==> config.mk <==
export PLATFORM = sky130hd
export DESIGN_NAME = sum_accumulator
export DESIGN_NICKNAME = d
export VERILOG_FILES = /design/src/rtl/sum_accumulator.sv
export SDC_FILE = /design/constraint.sdc
export NUM_CORES = 1
export LEC_CHECK = 0
export CAP_MARGIN = 5
export CORE_ASPECT_RATIO = 1.25
export CORE_UTILIZATION = 45
export CTS_CLUSTER_DIAMETER = 30
export CTS_CLUSTER_SIZE = 40
export DETAILED_ROUTE_END_ITERATION = 8
export PLACE_DENSITY = 0.86
export SYNTH_ARGS = -nofsm -noshare
export SYNTH_HDL_FRONTEND = slang
export SYNTH_SLANG_ARGS = --single-unit
==> constraint.sdc <==
create_clock -name clk -period 3.85 [get_ports clk]
set_input_delay 0.385 -clock clk [delete_from_list [all_inputs] [get_ports clk]]
set_output_delay 0.385 -clock clk [all_outputs]
set_load 0.01 [all_outputs]
==> src/rtl/sum_accumulator.sv <==
// sum_accumulator: collects COUNT adder results per batch and
// presents total, average and sticky overflow on a held handshake.
module sum_accumulator #(
  parameter int WIDTH      = 32,
  parameter int ACC_WIDTH  = 32,
  parameter int COUNT      = 4,
  parameter int LOG2_COUNT = 2
) (
  input  logic                 clk,
  input  logic                 rst_n,
  input  logic                 start,
  input  logic                 in_valid,
  input  logic [WIDTH-1:0]     in_data,
  output logic                 in_ready,
  output logic                 out_valid,
  input  logic                 out_ready,
  output logic [ACC_WIDTH-1:0] out_sum,
  output logic [WIDTH-1:0]     out_avg,
  output logic                 out_ovf,
  output logic                 busy
);

  localparam int CNT_W = LOG2_COUNT + 1;

  localparam logic [1:0] IDLE  = 2'd0;
  localparam logic [1:0] ACCUM = 2'd1;
  localparam logic [1:0] DONE  = 2'd2;

  localparam logic [CNT_W-1:0] LAST = CNT_W'(COUNT - 1);

  logic [1:0]           state;
  logic [ACC_WIDTH-1:0] acc;
  logic [CNT_W-1:0]     cnt;
  logic                 ovf;

  logic                 xfer;
  logic                 take;
  logic [ACC_WIDTH:0]   add_full;
  logic [ACC_WIDTH-1:0] shifted;

  // Handshake qualifiers and the widened add that exposes the carry.
  always_comb begin
    in_ready  = (state == ACCUM);
    out_valid = (state == DONE);
    busy      = (state != IDLE);
    xfer      = in_ready && in_valid;
    take      = out_valid && out_ready;
    add_full  = {1'b0, acc} + (ACC_WIDTH + 1)'(in_data);
    shifted   = acc >> LOG2_COUNT;
  end

  // Results are visible only while the batch is being offered.
  always_comb begin
    out_sum = '0;
    out_avg = '0;
    out_ovf = 1'b0;
    if (state == DONE) begin
      out_sum = acc;
      out_avg = WIDTH'(shifted);
      out_ovf = ovf;
    end
  end

  // Batch FSM plus accumulator, sample counter and sticky carry.
  always_ff @(posedge clk or negedge rst_n) begin
    if (!rst_n) begin
      state <= IDLE;
      acc   <= '0;
      cnt   <= '0;
      ovf   <= 1'b0;
    end else begin
      unique case (state)
        IDLE: begin
          if (start) begin
            state <= ACCUM;
            acc   <= '0;
            cnt   <= '0;
            ovf   <= 1'b0;
          end
        end
        ACCUM: begin
          if (xfer) begin
            acc <= add_full[ACC_WIDTH-1:0];
            cnt <= cnt + 1'b1;
            ovf <= ovf | add_full[ACC_WIDTH];
            if (cnt == LAST) state <= DONE;
          end
        end
        DONE: begin
          if (take) state <= IDLE;
        end
        default: state <= IDLE;
      endcase
    end
  end

endmodule

==> flow_metrics.env <==
export IMPL_r2r_end="ovf$_DFFE_PN0P_"
export IMPL_grt_most_used_layer="met2"
export IMPL_grt_first_pass_wirelength_mm=16.19
export IMPL_synth_warnings=0
export IMPL_syn_area_um2=3677
export IMPL_drv_slew=0
export IMPL_synth_cells=468
export IMPL_r2r_setup_slack_ns=1.01
export IMPL_drc=0
export IMPL_fp_row_count=36
export IMPL_routed_wl_mm=10.19
export IMPL_synth_edf_count=0
export IMPL_dp_cells=618
export IMPL_insertion_delay_ns=0.31
export IMPL_async_reset_ff_share_pct=100.0
export IMPL_final_cell_mix="clkdlybuf4s50_1 (101), nand2_1 (61), o21ai_0 (52), a21oi_1 (44), dfrtp_1 (38)"
export IMPL_r2r_start="acc[0]$_DFFE_PN0P_"
export IMPL_end_kind="flop"
export IMPL_grt_util_met2_pct=44.26
export IMPL_tightest_slew_ns=0.9283
export IMPL_postCtsSetupBuffers=0
export IMPL_hold_viol=0
export IMPL_ys_types=53
export IMPL_tns_ns=0
export IMPL_setup_viol=0
export IMPL_fin_cells=626
export IMPL_avgRoutedWirePerCell_um=16.27
export IMPL_critPathArrivalTime_ns=3.22
export IMPL_rsz0062_at_grt="no"
export IMPL_maxCapViolCount=0
export IMPL_skew_ns=0.009432
export IMPL_port_buffer_count=102
export IMPL_crit_family="compound AO/OA/AOI/OAI gates"
export IMPL_synth_seq_cells=38
export IMPL_grtUsageTotal_pct=23.41
export IMPL_post_cts_resize_count=0
export IMPL_gp_congestion=0.9025
export IMPL_cts_tree="done"
export IMPL_design_area_um2=4634
export IMPL_max_freq_mhz=334.8
export IMPL_status="complete, no violations"
export IMPL_cts_root_buf="clkbuf_8"
export IMPL_numCtsBuffers=5
export IMPL_cts_htree_levels=2
export IMPL_grt_ovfl_total=0
export IMPL_syn_to_final_growth_pct=26.03
export IMPL_crit_path_top_delay_cell="clkdlybuf4s50_1"
export IMPL_drt_antenna_violating_nets=0
export IMPL_viasPerCell=5.708
export IMPL_fin_util_pct=59.13
export IMPL_worstSetupPathType="in -> reg"
export IMPL_first_pass_iters=5
export IMPL_drt_iter0_drc=145
export IMPL_finalCritPeriodShare_pct=77.57
export IMPL_pin_count=105
export IMPL_min_period_ns=2.986
export IMPL_die_h_um=103.1
export IMPL_num_antenna_cells=0
export IMPL_grtUsageMet1_pct=26.36
export IMPL_seq_area_frac_synth_pct=25.86
export IMPL_cp_start_kind="input pin"
export IMPL_critPathRequiredTime_ns=4.09
export IMPL_layout_commonest_cell="clkdlybuf4s50_1"
export IMPL_dpl_hpwl_mm=7.731
export IMPL_fp_dieArea_um2=8540
export IMPL_hp_class="in -> async"
export IMPL_met3_usage_pct=3.443
export IMPL_drive_above_1_share_pct=3.578
export IMPL_cp_common_cell="a31oi_1"
export IMPL_start_util_pct=46.92
export IMPL_critPathMaxStageDelay_ns=0.46
export IMPL_syn_area_per_cell_um2=7.857
export IMPL_hold_buffers=0
export IMPL_cp_max_fo=5
export IMPL_grt_pass1_vias=3503
export IMPL_core_um2=7838
export IMPL_path_clk_slew_ns=0.09
export IMPL_num_nets_final=602
export IMPL_antenna_found_initial=0
export IMPL_synth_ff_type="dfrtp_1"
export IMPL_ir_drop_v=0.0003755
export IMPL_worstPathCellList="clkdlybuf4s50_1 > ha_1 > inv_1 > fa_1 > and2b_2 > o211ai_4 > a31o_4 > o41ai_4 > a31oi_1 > or2_1 > a31oi_1"
export IMPL_power_density_nw_per_um2=684.5
export IMPL_vias=3573
export IMPL_grt_max_degree=39
export IMPL_p_leak_nw=1.964
export IMPL_path_buf_inv=2
export IMPL_r2r_cells=10
export IMPL_clock_sinks=38
export IMPL_clk_path_buf_depth=2
export IMPL_post_dp_cell_area_um2=4521
export IMPL_die_w_um=82.86
export IMPL_timing_slew_headroom_pct=38.12
[area by class of cell]
class	instances	area (µm²)
clock buffers	5	68.82
clock inverters	3	45.04
fillers	701	3203
inverters	15	56.30
multi-input cells	366	2364
flip-flops and latches	38	950.9
well taps	95	118.9
repair buffers	104	1031
[state kept, by name, summed over array words and instances (netlist names)]
signal,count
acc,32
cnt,3
state,2
ovf,1
[power breakdown]
group / internal [mW] / leakage (nW) / switching [mW]
clock network: 0.193 / 0.0504 / 0.171
logic: 0.826 / 1.44 / 1.24
registers: 0.596 / 0.471 / 0.151
total: 1.61 / 1.96 / 1.56
[layer usage]
layer	share of wire [%]	up-vias
met3	4.5	24
li1	-	1750
met4	2.5	0
met2	52	136
met1	41	1663
met5	0	-
[stage by stage]
step | hold WS, ns | total power [mW] | setup WS (ns)
floorplan | 0.08941 | 2.258 | 1.337
global placement | 0.4618 | 2.695 | 0.6968
detailed placement | 0.4894 | 2.782 | 0.5794
CTS | 0.2329 | 3.159 | 0.8941
global route | 0.2699 | 3.444 | 0.7895
finish | 0.2011 | 3.172 | 0.8635
[how the worst max path moves through the flow]
stage                          start  slack, ns  cells past startpoint              end
after floorplan           in_data[0]       1.34                     10  ovf$_DFFE_PN0P_
after global placement    in_data[0]       0.70                     11  ovf$_DFFE_PN0P_
after detailed placement  in_data[0]       0.58                     11  ovf$_DFFE_PN0P_
after CTS                 in_data[0]       0.89                     11  ovf$_DFFE_PN0P_
after global routing      in_data[0]       0.79                     11  ovf$_DFFE_PN0P_
final                     in_data[0]       0.86                     11  ovf$_DFFE_PN0P_
[cells in the mapped netlist, drive strengths merged (4+ instances only)]
library cell | instances | area [µm²]
a211oi | 5 | 37.54
a21o | 6 | 45.04
a21oi | 44 | 220.2
a31oi | 6 | 37.54
and2 | 34 | 212.7
buf | 35 | 255.2
clkbuf | 15 | 57.55
dfrtp | 38 | 950.9
ha | 34 | 425.4
inv | 15 | 56.30
nand2 | 61 | 229.0
nand3 | 11 | 55.05
nand4 | 8 | 50.05
nor2 | 27 | 101.4
nor2b | 4 | 25.02
o211ai | 6 | 63.81
o21ai | 53 | 265.3
xnor2 | 8 | 70.07
xor2 | 17 | 148.9
[logic make-up (layout without fill, tap and decap cells)]
kind of cell	Yosys count	count (layout)	share of synthesized area, %
and+or+nand+nor	158	158	20.72
xor gates and xnor gates	25	25	5.954
adders and majority gates	35	35	12.11
AOI/OAI and AO/OA	144	144	24.67
muxes	2	2	0.5444
other	1	2	0.1020
DFF	38	38	25.86
buffers and inverters	65	127	10.04
(Power assumes the default switching activity.)
